[src/rtl/lc3_seq_ctrl.sv]
// lc3_seq_ctrl - multi-cycle LC-3 subset sequencer.
//
// Walks fetch / decode / execute for ADD, AND, NOT, BR, JMP, JSR, LDR, STR
// and a software pause opcode. Every control output is decoded from the
// current state (plus IR_5 / IR_11 where noted), so the datapath sees the
// strobes in the same cycle the state is entered.
//
// Parameters
//   MEM_WAIT  : SRAM wait cycles before the capture cycle (0..15)
//   STEP_MODE : 1 = pause after every IR load, resume into DECODE
// Ports
//   Clk, Reset            : rising-edge clock, async active-high reset
//   Run, Continue         : start from HALTED, pause release handshake
//   Opcode, IR_5, IR_11   : instruction fields, BEN : branch enable
//   LD[7:0]               : MAR, MDR, IR, BEN, CC, REG, PC, LED load enables
//   GATE[3:0]             : PC, MDR, ALU, MARMUX bus gates
//   PCMUX, DRMUX, SR1MUX, SR2MUX, ADDR1MUX, ADDR2MUX, ALUK : datapath selects
//   Mem_OE, Mem_WE        : SRAM read / write strobes
//   Halted                : high only while HALTED
module lc3_seq_ctrl #(
    parameter int unsigned MEM_WAIT  = 2,
    parameter bit          STEP_MODE = 1'b0
) (
    input  logic       Clk,
    input  logic       Reset,
    input  logic       Run,
    input  logic       Continue,
    input  logic [3:0] Opcode,
    input  logic       IR_5,
    input  logic       IR_11,
    input  logic       BEN,
    output logic [7:0] LD,
    output logic [3:0] GATE,
    output logic [1:0] PCMUX,
    output logic       DRMUX,
    output logic       SR1MUX,
    output logic       SR2MUX,
    output logic       ADDR1MUX,
    output logic [1:0] ADDR2MUX,
    output logic [1:0] ALUK,
    output logic       Mem_OE,
    output logic       Mem_WE,
    output logic       Halted
);

    localparam int unsigned L_MAR = 7, L_MDR = 6, L_IR = 5, L_BEN = 4;
    localparam int unsigned L_CC  = 3, L_REG = 2, L_PC = 1, L_LED = 0;
    localparam int unsigned G_PC  = 3, G_MDR = 2, G_ALU = 1, G_MARMUX = 0;
    localparam logic [3:0]  WAIT_LAST = 4'(MEM_WAIT);

    // Reads have two return points (IR_LD, LDR_D), so each gets its own state.
    typedef enum logic [4:0] {
        S_HALTED, S_FETCH, S_FETCH_RD, S_IR_LD, S_DECODE,
        S_ADD, S_AND, S_NOT, S_BR, S_BR_T, S_JMP, S_JSR, S_JSR_T,
        S_LDR_A, S_LDR_RD, S_LDR_D, S_STR_A, S_STR_M, S_STR_WR,
        S_PAUSE1, S_PAUSE2
    } state_t;

    state_t     state_r;
    state_t     next_state_s;
    logic [3:0] wait_cnt_r;
    logic       mem_state_s;
    logic       mem_last_s;

    assign mem_state_s = (state_r == S_FETCH_RD) || (state_r == S_LDR_RD) ||
                         (state_r == S_STR_WR);
    assign mem_last_s  = (wait_cnt_r == WAIT_LAST);

    // State register and wait counter; the counter runs only while a memory
    // state repeats, so it is zero on every entry to a read or write.
    always_ff @(posedge Clk or posedge Reset) begin
        if (Reset) begin
            state_r    <= S_HALTED;
            wait_cnt_r <= 4'd0;
        end else begin
            state_r <= next_state_s;
            if (mem_state_s && (next_state_s == state_r)) begin
                wait_cnt_r <= wait_cnt_r + 4'd1;
            end else begin
                wait_cnt_r <= 4'd0;
            end
        end
    end

    // Next-state decode.
    always_comb begin
        next_state_s = state_r;
        case (state_r)
            S_HALTED:   next_state_s = Run ? S_FETCH : S_HALTED;
            S_FETCH:    next_state_s = S_FETCH_RD;
            S_FETCH_RD: next_state_s = mem_last_s ? S_IR_LD : S_FETCH_RD;
            S_IR_LD:    next_state_s = STEP_MODE ? S_PAUSE1 : S_DECODE;
            S_DECODE: begin
                case (Opcode)
                    4'b0001: next_state_s = S_ADD;
                    4'b0101: next_state_s = S_AND;
                    4'b1001: next_state_s = S_NOT;
                    4'b0000: next_state_s = S_BR;
                    4'b1100: next_state_s = S_JMP;
                    4'b0100: next_state_s = S_JSR;
                    4'b0110: next_state_s = S_LDR_A;
                    4'b0111: next_state_s = S_STR_A;
                    4'b1101: next_state_s = S_PAUSE1;
                    default: next_state_s = S_FETCH;
                endcase
            end
            S_ADD, S_AND, S_NOT: next_state_s = S_FETCH;
            S_BR:       next_state_s = BEN ? S_BR_T : S_FETCH;
            S_BR_T:     next_state_s = S_FETCH;
            S_JMP:      next_state_s = S_FETCH;
            S_JSR:      next_state_s = S_JSR_T;
            S_JSR_T:    next_state_s = S_FETCH;
            S_LDR_A:    next_state_s = S_LDR_RD;
            S_LDR_RD:   next_state_s = mem_last_s ? S_LDR_D : S_LDR_RD;
            S_LDR_D:    next_state_s = S_FETCH;
            S_STR_A:    next_state_s = S_STR_M;
            S_STR_M:    next_state_s = S_STR_WR;
            S_STR_WR:   next_state_s = mem_last_s ? S_FETCH : S_STR_WR;
            S_PAUSE1:   next_state_s = Continue ? S_PAUSE2 : S_PAUSE1;
            S_PAUSE2: begin
                if (Continue) begin
                    next_state_s = S_PAUSE2;
                end else begin
                    // In step mode the pause sits between IR load and decode.
                    next_state_s = STEP_MODE ? S_DECODE : S_FETCH;
                end
            end
            default:    next_state_s = S_HALTED;
        endcase
    end

    // Control word decode; everything idles at zero unless the state names it.
    always_comb begin
        LD       = 8'h00;
        GATE     = 4'h0;
        PCMUX    = 2'b00;
        DRMUX    = 1'b0;
        SR1MUX   = 1'b0;
        SR2MUX   = 1'b0;
        ADDR1MUX = 1'b0;
        ADDR2MUX = 2'b00;
        ALUK     = 2'b00;
        Mem_OE   = 1'b0;
        Mem_WE   = 1'b0;
        Halted   = 1'b0;
        case (state_r)
            S_HALTED: Halted = 1'b1;
            S_FETCH: begin
                GATE[G_PC] = 1'b1;
                LD[L_MAR]  = 1'b1;
                LD[L_PC]   = 1'b1;
                PCMUX      = 2'b00;
            end
            S_FETCH_RD, S_LDR_RD: begin
                Mem_OE = 1'b1;
                // Data is captured only on the final cycle of the access.
                if (mem_last_s) begin
                    LD[L_MDR] = 1'b1;
                end else begin
                    LD[L_MDR] = 1'b0;
                end
            end
            S_IR_LD: begin
                GATE[G_MDR] = 1'b1;
                LD[L_IR]    = 1'b1;
            end
            S_DECODE: LD[L_BEN] = 1'b1;
            S_ADD, S_AND, S_NOT: begin
                SR1MUX      = 1'b1;
                DRMUX       = 1'b1;
                SR2MUX      = IR_5;
                ALUK        = (state_r == S_ADD) ? 2'b00 :
                              (state_r == S_AND) ? 2'b01 : 2'b10;
                GATE[G_ALU] = 1'b1;
                LD[L_REG]   = 1'b1;
                LD[L_CC]    = 1'b1;
            end
            S_BR_T: begin
                ADDR1MUX = 1'b0;
                ADDR2MUX = 2'b10;
                PCMUX    = 2'b10;
                LD[L_PC] = 1'b1;
            end
            S_JMP: begin
                ADDR1MUX = 1'b1;
                ADDR2MUX = 2'b00;
                PCMUX    = 2'b10;
                LD[L_PC] = 1'b1;
            end
            S_JSR: begin
                GATE[G_PC] = 1'b1;
                DRMUX      = 1'b0;
                LD[L_REG]  = 1'b1;
            end
            S_JSR_T: begin
                PCMUX    = 2'b10;
                LD[L_PC] = 1'b1;
                // IR_11 picks PC-relative JSR versus register-based JSRR.
                if (IR_11) begin
                    ADDR1MUX = 1'b0;
                    ADDR2MUX = 2'b11;
                end else begin
                    ADDR1MUX = 1'b1;
                    ADDR2MUX = 2'b00;
                end
            end
            S_LDR_A, S_STR_A: begin
                ADDR1MUX       = 1'b1;
                ADDR2MUX       = 2'b01;
                GATE[G_MARMUX] = 1'b1;
                LD[L_MAR]      = 1'b1;
            end
            S_LDR_D: begin
                GATE[G_MDR] = 1'b1;
                DRMUX       = 1'b1;
                LD[L_REG]   = 1'b1;
                LD[L_CC]    = 1'b1;
            end
            S_STR_M: begin
                SR1MUX      = 1'b1;
                ALUK        = 2'b11;
                GATE[G_ALU] = 1'b1;
                LD[L_MDR]   = 1'b1;
            end
            S_STR_WR: Mem_WE = 1'b1;
            S_PAUSE1: LD[L_LED] = 1'b1;
            default: begin
                LD = 8'h00;
            end
        endcase
    end

endmodule
[config.mk]
export PLATFORM = sky130hd
export DESIGN_NAME = lc3_seq_ctrl
export DESIGN_NICKNAME = d
export VERILOG_FILES = /design/src/rtl/lc3_seq_ctrl.sv
export SDC_FILE = /design/constraint.sdc
export NUM_CORES = 1
export LEC_CHECK = 0
export ABC_AREA = 0
export CAP_MARGIN = 20
export CORE_ASPECT_RATIO = 0.7
export CORE_MARGIN = 1.5
export CORE_UTILIZATION = 48
export CTS_BUF_LIST = sky130_fd_sc_hd__clkbuf_4
export DETAILED_ROUTE_END_ITERATION = 10
export GPL_TIMING_DRIVEN = 0
export HOLD_SLACK_MARGIN = 0.1
export PLACE_DENSITY = 0.82
export SLEW_MARGIN = 20
export SYNTH_ARGS = -nofsm -noshare
export SYNTH_HDL_FRONTEND = slang
export SYNTH_SLANG_ARGS = --single-unit
[constraint.sdc]
create_clock -name Clk -period 2.3 [get_ports Clk]
set_input_delay 0.46 -clock Clk [delete_from_list [all_inputs] [get_ports Clk]]
set_output_delay 0.46 -clock Clk [all_outputs]
set_load 0.05 [all_outputs]
Word-level counts from Yosys, hierarchy flattened --
Memories as Yosys holds them, arrays and structs flattened. Index checks and enable logic that the tools add are counted. W data, S select, Z words.
Word-level totals: flip-flop bits (word level) 9, ROM bits 80, input port bits 11, output and inout bits 25, memories 1
Memory list:
- (name not given) | words 16, bits a word 5, read ports 1, clocked after Yosys merged registers in 0, write ports 0, RTL line 94 | case (Opcode)
Cells by class: $add $sub $neg 1, equal/unequal tests 22, muxes and demuxes 34, reduce and logical (&&, ||, !) cells 17
Operators by type and width (count):
- $pmux W5 S15 | 1
- $eq A5 B4 Y1 const B | 8
- $eq A5 B5 Y1 const B | 5
- $eq A5 B3 Y1 const B | 4
- $mux W1 | 20
- $reduce_or A3 Y1 | 4
- $reduce_or A4 Y1 | 3
- $eq A5 B2 Y1 const B | 2
- $mux W5 | 2
- $mux W2 | 4
- $mux W4 | 2
- $reduce_or A2 Y1 | 4
- $reduce_or A7 Y1 | 1
- $pmux W2 S3 | 1
- $eq A5 B1 Y1 const B | 1
- $eq A5 B5 Y1 | 1
- $logic_not A5 Y1 | 1
- $reduce_or A5 Y1 | 1
- $add A4 B1 Y4 const B | 1
- $eq A4 B2 Y1 const B | 1
- $pmux W1 S2 | 2
- $pmux W2 S2 | 1
- $mux W3 | 1
- $logic_or A1 B1 Y1 | 2
- $logic_and A1 B1 Y1 | 1

Logic depth before layout (Yosys ltp) --
Gate-level depths: netlist of the first run.
depth in word-level cells 6, gate-level depth with buffers 7, mapped depth without buffers 7

Worst setup path before layout of the first run --
No wires, ideal clock.
path kind register to output, start point register state_r[2], end point output GATE[1], arrival 2232 ps, setup slack -392 ps, stages on the path, launching flop included 7, path buffers 3, path through dfrtp_1 buf_6 buf_4 nor3_1 o21ai_0 a21oi_1 buf_4
On the way: cells in the longest elaborated chain, start to end 3, elaborated cells between the ends (all ways) 6
RTL lines:
- start: declaration | RTL line 59 | state_t state_r;
- start signal: assignment | RTL line 76 | state_r <= next_state_s;
- $eq A5 B3 Y1 / $eq A5 B5 Y1 (equally long branches)
- $reduce_or A4 Y1 (no line) *
- $mux W1 *
- end: declaration | RTL line 33 | output logic [3:0] GATE,
Mark *: on every way between the ends. The rest lies on a longest branch, timed or not.

Final worst setup path of the first run --
start point register state_r[2], end point output ADDR2MUX[0]
On the way: cells in the longest elaborated chain, start to end 3, elaborated cells between the ends (all ways) 6
RTL lines:
- $eq A5 B4 Y1 / $eq A5 B5 Y1 (equally long branches) | RTL line 146 | case (state_r)
- $reduce_or A2 Y1 | RTL line 146
- $pmux W2 S3 * | RTL line 146
- end: declaration | RTL line 39 | output logic [1:0] ADDR2MUX,
Marked as above.

==> results of run 1 <==
-- routing by layer --
metal	part of all wire [%]	vias up	routed length (µm)	track usage, %
met5	0	-	0	0
met4	1.3	0	42	4.68
met2	46	54	1460	40.2
met1	47	599	1500	37.2
li1	-	625	-	-
met3	5.7	4	182	3.51
-- cell usage after synthesis (2+ instances only) --
cell	number	share of area (%)
a21oi_1	11	4.7
a22oi_1	2	1.3
a31oi_1	4	2.2
and2_1	3	1.6
and2b_1	2	1.3
and3_1	4	2.2
and4_1	2	1.5
buf_1	2	0.65
buf_2	4	1.7
buf_4	4	2.6
buf_6	3	2.9
dfrtp_1	9	19
ha_1	5	5.4
inv_1	5	1.6
mux2_2	2	1.9
nand2_1	11	3.5
nand2b_1	6	3.2
nand3_1	3	1.3
nor2_1	13	4.2
nor2b_1	8	4.3
nor3_1	8	3.4
nor3_2	2	1.7
nor3b_1	2	1.3
o21a_1	2	1.3
o21ai_0	2	0.86
o21ai_1	2	0.86
o31ai_1	3	1.9
or3b_1	2	1.5
xnor2_1	3	2.3
-- what timing repair did --
item	4_1_cts	5_1_grt
resized for setup	96	29
setup endpoints to repair	24	24
buffers inserted	0	1
-- per-stage QoR --
stage	setup TNS (ns)	util [%]	hold slack, ns	worst slack (ns)	cells
after CTS	-0.00616	71.7	0.472	-0.00616	223
after floorplan	-0.0688	-	0.288	-0.0688	153
after global routing	-0.281	71.4	0.497	-0.0819	224
after global placement	-4.86	70.6	0.490	-0.433	219
after detailed placement	-5.21	70.6	0.543	-0.428	219
final	0	71.4	0.462	0.0311	224
-- cell usage in the layout, fill, tap and decap left out, types with 2 or more instances in the layout --
master            n
and2b_1           2
nand3_1           3
or3b_1            2
and3_1            4
a21oi_1          10
ha_1              5
xnor2_1           3
clkdlybuf4s15_2   6
o21a_1            2
mux2_2            2
a31oi_1           4
and2_1            3
buf_4             9
nand2_1          11
dfrtp_2           2
clkbuf_2          2
a21oi_2           2
inv_1             5
nor3_1            5
nand2b_1          6
and4_1            2
clkbuf_4         10
clkdlybuf4s50_1  10
buf_2            11
buf_6             3
dfrtp_1           7
nor2b_1           7
a22oi_1           2
o31ai_1           2
o21ai_0           2
nor2_1           12
o21ai_1           2
nor3_2            5
-- cell type report --
type	instances	area [µm²]	share of cell area (%)
Buffer	13	101	6.38
Clock buffer	4	30.0	1.89
Inverter	6	22.5	1.42
Multi-Input combinational cell	125	870	54.7
Sequential cell	9	228	14.3
Tap cell	32	40.0	2.52
Timing Repair Buffer	35	298	18.7
-- worst max-delay path: stages (launching register included) --
cell	delay, ns
dfrtp_2	0.43
buf_12	0.14
nor4b_2	0.42
a21oi_1	0.08
nor2_1	0.10
clkdlybuf4s15_2	0.37
-- power groups by stage --
stage	registers [mW]	clock network, mW	logic (mW)
after detailed placement	0.269	0	1.89
after global routing	0.269	0.148	2.05
after global placement	0.265	0	1.86
after floorplan	0.253	0	1.40
after CTS	0.269	0.139	1.84
final	0.264	0.135	1.91
-- worst max-delay path by stage --
| stage | cells after the start | slack [ns] | to |
|---|---|---|---|
| floorplan | 6 | -0.07 | GATE[1] |
| CTS | 6 | -0.006 | ALUK[1] |
| detailed placement | 6 | -0.43 | GATE[1] |
| global placement | 6 | -0.43 | GATE[1] |
| global route | 7 | -0.08 | GATE[1] |
| finish | 5 | 0.03 | ADDR2MUX[0] |
-- state kept, by name (all words and copies together), names as in the netlist --
signal      count
state_r         5
wait_cnt_r      4
-- cells by family after synthesis --
family	Yosys count	share of synthesized area, %
flip-flops	9	19.4
XOR/XNOR	4	3.01
other	1	0.322
multiplexers	3	2.80
adder cells (fa/ha/maj)	5	5.38
AND/OR/NAND/NOR	75	37.4
AO/OA/AOI/OAI	37	21.9
buffers and inverters	19	9.79
==> impl_metrics.sql, run 1 <==
INSERT INTO impl_metrics (metric_group, metric, value, unit) VALUES
('cts', 'cts.sinks', '9', ''),
('power', 'static-leakage-power', '0.699', 'nW'),
('power', 'proportion_of_power_drawn_by_combinational_gates', '82.7', '%'),
('layout', 'design.final.nets', '209', ''),
('yosys', 'synth_area', '1160', 'µm²'),
('power', 'power.share.sequential', '11.4', '%'),
('cts', 'max-clock-path-buffers', '2', ''),
('yosys', 'synth_edf_count', '0', ''),
('global_route', 'first_global_vias', '1147', ''),
('job', 'maxCapViolCount', '0', ''),
('power', 'power_switching_share', '59.7', '%'),
('timing', 'rsz0062_at_grt', 'true', ''),
('detailed_routing', 'num_vias', '1282', ''),
('yosys', 'yosys_register_bits', '9', ''),
('timing', 'finalSetupViolCount', '0', ''),
('global_route', 'globalRouteTotalUtil', '25.4', '%'),
('detailed_routing', 'route.detailed.wl_per_inst', '14.2', 'µm'),
('placement', 'place_congestion', '0.842', ''),
('detailed_routing', 'drcViolationCount', '0', ''),
('yosys', 'post_synthesis_instance_total', '153', ''),
('setup_path', 'setup.worst_path.start', 'state_r[2]', ''),
('cts', 'tritoncts', 'built', ''),
('power', 'internal_power', '0.930', 'mW'),
('placement', 'buffer_ports.inserted', '34', ''),
('layout', 'antenna-diode-count', '0', ''),
('setup_path', 'worst_setup_start_kind', 'register', ''),
('cts', 'cts_inserted_buffers', '3', ''),
('power', 'vdd.ir_drop.worst', '589', 'µV'),
('setup_path', 'r2r-start', 'wait_cnt_r[0]', ''),
('detailed_routing', 'drtAntennaViolNets', '0', ''),
('power', 'p_sw', '1.38', 'mW'),
('setup_path', 'worst_r2r_endpoint', 'wait_cnt_r[0]', ''),
('power', 'power', '2.31', 'mW'),
('global_route', 'grt_antenna_before_repair', '0', ''),
('layout', 'post_route_cells_drive_above_1_share', '34.4', '%'),
('setup_path', 'timing.reg2reg.worst_path_depth', '7', ''),
('yosys', 'synth_seq_area_share', '19.4', '%'),
('setup_path', 'worst-path-max-fanout', '5', ''),
('placement', 'placement.cell_area', '1570', 'µm²'),
('cts', 'clk_transition_reported_paths', '0.07', 'ns'),
('timing', 'max_freq', '441', 'MHz'),
('layout', 'number_of_fill_cells', '198', ''),
('setup_path', 'cp_data_arrival_time', '1.81', 'ns'),
('floorplanning', 'start_util', '52.3', '%'),
('global_route', 'overflow', '0', ''),
('yosys', 'netlist-cell-type-count', '53', ''),
('cts', 'hold_buffers', '0', ''),
('power', 'power_share_of_the_clock_group', '5.8', '%'),
('yosys', 'post_syn_area_per_cell', '7.61', 'µm²'),
('run_status', 'outcome', 'finished clean', ''),
('power', 'power_per_cell_area', '1450', 'nW/µm²'),
('cts', 'h-tree-depth', '1', ''),
('yosys', 'ys_dominant_reg_cell', 'dfrtp_1', ''),
('placement', 'dpl.hpwl', '2570', 'µm'),
('floorplanning', 'pin_count', '36', ''),
('setup_path', 'crit_path_end_kind', 'output port', ''),
('floorplanning', 'die_area', '2730', 'µm²'),
('timing', 'maxSlewViolCount', '0', ''),
('cts', 'clock_insertion_delay_worst_skew', '0.26', 'ns'),
('detailed_routing', 'drt_pre_antenna_iters', '4', ''),
('global_route', 'grt_pass1_wl', '5180', 'µm'),
('global_route', 'grt_start_max_net_pins', '11', ''),
('timing', 'worst_clock_skew', '0.0111', 'ns'),
('timing', 'timing.final.crit_share', '98.6', '%'),
('setup_path', 'critical_path_required', '1.84', 'ns'),
('yosys', 'ys_warn_count', '0', ''),
('yosys', 'synth-async-reset-ratio', '100', '%'),
('timing', 'min_period', '2.27', 'ns'),
('hold_path', 'min_path_type', 'primary input to asynchronous set/reset pin', ''),
('timing', 'final_hold_viol_count', '0', ''),
('cts', 'clk_root_buffer_cell', 'clkbuf_4', ''),
('yosys', 'synthesis.nets', '169', ''),
('setup_path', 'critPathKind', 'register to output port', ''),
('layout', 'final_design_area_no_fill', '1590', 'µm²'),
('floorplanning', 'fp.dieH', '44.2', 'µm'),
('floorplanning', 'rows', '14', ''),
('layout', 'syn_to_final_growth', '36.6', '%'),
('floorplanning', 'dieWidth', '61.9', 'µm'),
('detailed_routing', 'vias_per_cell', '5.72', ''),
('detailed_routing', 'drt-initial-drc-count', '59', ''),
('floorplanning', 'core_area', '2220', 'µm²'),
('detailed_routing', 'detail_route.wirelength', '3190', 'µm'),
('setup_path', 'reg2reg_setup_slack', '0.42', 'ns');
No activity file was read; power rests on OpenSTA's default activity.
==> run 2: changes to the inputs <==
Settings changed: CTS_CLUSTER_DIAMETER set to 80.
Clock period 2.3 ns to 2.4 ns, I/O delays scaled along.
==> run 2 against run 1 <==
  * Non-clock buffer count down 1
  * Routed wire length up 0.60%
  * Highest routed layer unchanged
  * Worst setup slack better by 0.051 ns
  * Largest power group unchanged
  * Clock power is 4% lower
  * Critical endpoint is now LD[4]
  * Die area is the same
  * Sequential share of layout area up 0.079 points
  * Combinational power shrank 6%
  * Register-to-register slack improved by 0.09 ns
  * Hold slack gained 0.020 ns
  * Critical path depth fell by 1
  * Cell area unchanged
  * Clock skew is 0.00063 ns lower
==> impl_metrics.sql, run 2 (synthesis results as in run 1) <==
INSERT INTO impl_metrics (metric_group, metric, value, unit) VALUES
('run_status', 'outcome', 'finished clean', ''),
('layout', 'largest_register_ffs', '5', ''),
('timing', 'whs', '0.482', 'ns'),
('global_route', 'first_global_vias', '1138', ''),
('placement', 'place_congestion', '0.842', ''),
('timing', 'timing.final.crit_share', '96.6', '%'),
('floorplanning', 'fp.dieH', '44.2', 'µm'),
('layout', 'number_of_fill_cells', '200', ''),
('setup_path', 'cp_data_arrival_time', '1.84', 'ns'),
('job', 'maxCapViolCount', '0', ''),
('detailed_routing', 'drcViolationCount', '0', ''),
('floorplanning', 'start_util', '52.3', '%'),
('detailed_routing', 'drtAntennaViolNets', '0', ''),
('setup_path', 'worst-path-max-fanout', '9', ''),
('cts', 'cts_inserted_buffers', '3', ''),
('layout', 'postLayoutCoreUtil', '71.4', '%'),
('timing', 'min_period', '2.32', 'ns'),
('global_route', 'grt_pass1_wl', '5120', 'µm'),
('layout', 'syn_to_final_growth', '36.6', '%'),
('cts', 'post_cts_buffers', '0', ''),
('setup_path', 'critPathKind', 'register to output port', ''),
('floorplanning', 'pin_count', '36', ''),
('timing', 'worst_clock_skew', '0.0105', 'ns'),
('layout', 'post_route_cells_drive_above_1_share', '34.0', '%'),
('global_route', 'overflow', '0', ''),
('cts', 'h-tree-depth', '1', ''),
('layout', 'largest_registers', 'state_r: 5 flops, wait_cnt_r: 4 flops', ''),
('layout', 'layout_commonest_cell', 'nor2_1', ''),
('timing', 'final_hold_viol_count', '0', ''),
('floorplanning', 'core_area', '2220', 'µm²'),
('detailed_routing', 'num_vias', '1289', ''),
('timing', 'maxSlewViolCount', '0', ''),
('timing', 'max_freq', '431', 'MHz'),
('cts', 'max-clock-path-buffers', '2', ''),
('power', 'static-leakage-power', '0.686', 'nW'),
('setup_path', 'timing.critical_path.buf_inv', '2', ''),
('cts', 'tritoncts', 'built', ''),
('placement', 'dpl.hpwl', '2570', 'µm'),
('cts', 'clock_insertion_delay_worst_skew', '0.26', 'ns'),
('detailed_routing', 'vias_per_cell', '5.78', ''),
('floorplanning', 'rows', '14', ''),
('global_route', 'grt_start_max_net_pins', '11', ''),
('power', 'power_per_cell_area', '1380', 'nW/µm²'),
('global_route', 'grt_antenna_before_repair', '0', ''),
('layout', 'most-common-layout-cells', '12 x nor2_1, 11 x nand2_1, 10 x a21oi_1, 10 x clkdlybuf4s50_1', ''),
('placement', 'dp_worst_setup_slack', '-0.348', 'ns'),
('cts', 'clk_root_buffer_cell', 'clkbuf_4', ''),
('setup_path', 'worst_setup_start_kind', 'register', ''),
('hold_path', 'min_path_type', 'primary input to asynchronous set/reset pin', ''),
('cts', 'postCtsResizedCells', '78', ''),
('global_route', 'globalRouteTotalUtil', '25.2', '%'),
('timing', 'rsz0062_at_grt', 'true', ''),
('cts', 'hold_buffers', '0', ''),
('setup_path', 'reg2reg_setup_slack', '0.51', 'ns'),
('layout', 'design.final.nets', '208', ''),
('setup_path', 'worstPathCellList', 'buf_6 > or2_1 > nor3_2 > dlygate4sd2_1', ''),
('power', 'power', '2.19', 'mW'),
('setup_path', 'worst_path_largest_cell_delay', '0.57', 'ns'),
('timing', 'finalSetupViolCount', '0', ''),
('setup_path', 'slowest_library_cell_on_the_worst_path', 'dlygate4sd2_1', ''),
('power', 'vdd.ir_drop.worst', '578', 'µV'),
('layout', 'regMostFlops', 'state_r', ''),
('floorplanning', 'die_area', '2730', 'µm²'),
('detailed_routing', 'detail_route.wirelength', '3210', 'µm'),
('layout', 'antenna-diode-count', '0', ''),
('setup_path', 'path_delay_family', 'buffers and inverters', ''),
('placement', 'buffer_ports.inserted', '34', ''),
('setup_path', 'critical_path_required', '1.92', 'ns'),
('cts', 'clk_transition_reported_paths', '0.07', 'ns'),
('setup_path', 'crit_path_end_kind', 'output port', ''),
('cts', 'cts.sinks', '9', ''),
('floorplanning', 'dieWidth', '61.9', 'µm'),
('detailed_routing', 'drt-initial-drc-count', '58', ''),
('timing', 'finalWorstSetupSlack', '0.0823', 'ns'),
('detailed_routing', 'route.detailed.wl_per_inst', '14.4', 'µm'),
('detailed_routing', 'drt_pre_antenna_iters', '4', '');
==> run 2: changes by cell type in the layout (fill, tap and decap cells not counted), moves of 2 or more <==
cell,change
clkbuf_2,+4
clkbuf_4,-2
clkdlybuf4s15_2,+2
buf_2,-3
buf_4,-4
==> run 2: layer usage <==
layer	wire length [µm]	GRT usage, %
met5	0	0
met4	28	4.26
met3	224	3.51
met2	1470	40.4
met1	1480	36.5
==> run 2: layout make-up <==
cell class	count	area [µm²]	area share [%]
multi-input cells	125	876	55.1
well taps	32	40.0	2.52
flip-flops and latches	9	229	14.4
clock buffers	4	30.0	1.89
plain buffers	13	101	6.38
inverters	6	22.5	1.42
repair buffers	34	290	18.3
==> run 2: worst paths after layout <==
kind	startpoint	end	depth (start not counted)
min in group Clk	wait_cnt_r[0]	wait_cnt_r[0]	1
max in group asynchronous	Reset	state_r[3]	2
min reg2reg	wait_cnt_r[0]	wait_cnt_r[0]	1
max	state_r[1]	LD[4]	4
max reg2reg	wait_cnt_r[0]	wait_cnt_r[0]	7
min	Reset	state_r[1]	2
==> run 2: per-stage QoR <==
step | cell area, µm² | setup TNS (ns) | std cells
5_1_grt | 1590 | -0.0127 | 223
3_3_place_gp | 1570 | -3.12 | 219
3_5_place_dp | 1570 | -3.45 | 219
2_1_floorplan | 1190 | 0 | 153
6_report | 1590 | 0 | 223
4_1_cts | 1600 | 0 | 223
==> run 2: power breakdown <==
| group | internal, mW | total, mW | leakage [nW] | switching [mW] |
|---|---|---|---|---|
| Combinational | 0.585 | 1.80 | 0.554 | 1.21 |
| Sequential | 0.201 | 0.261 | 0.114 | 0.0600 |
| Clock | 0.0753 | 0.130 | 0.0184 | 0.0548 |
| Total | 0.861 | 2.19 | 0.686 | 1.33 |
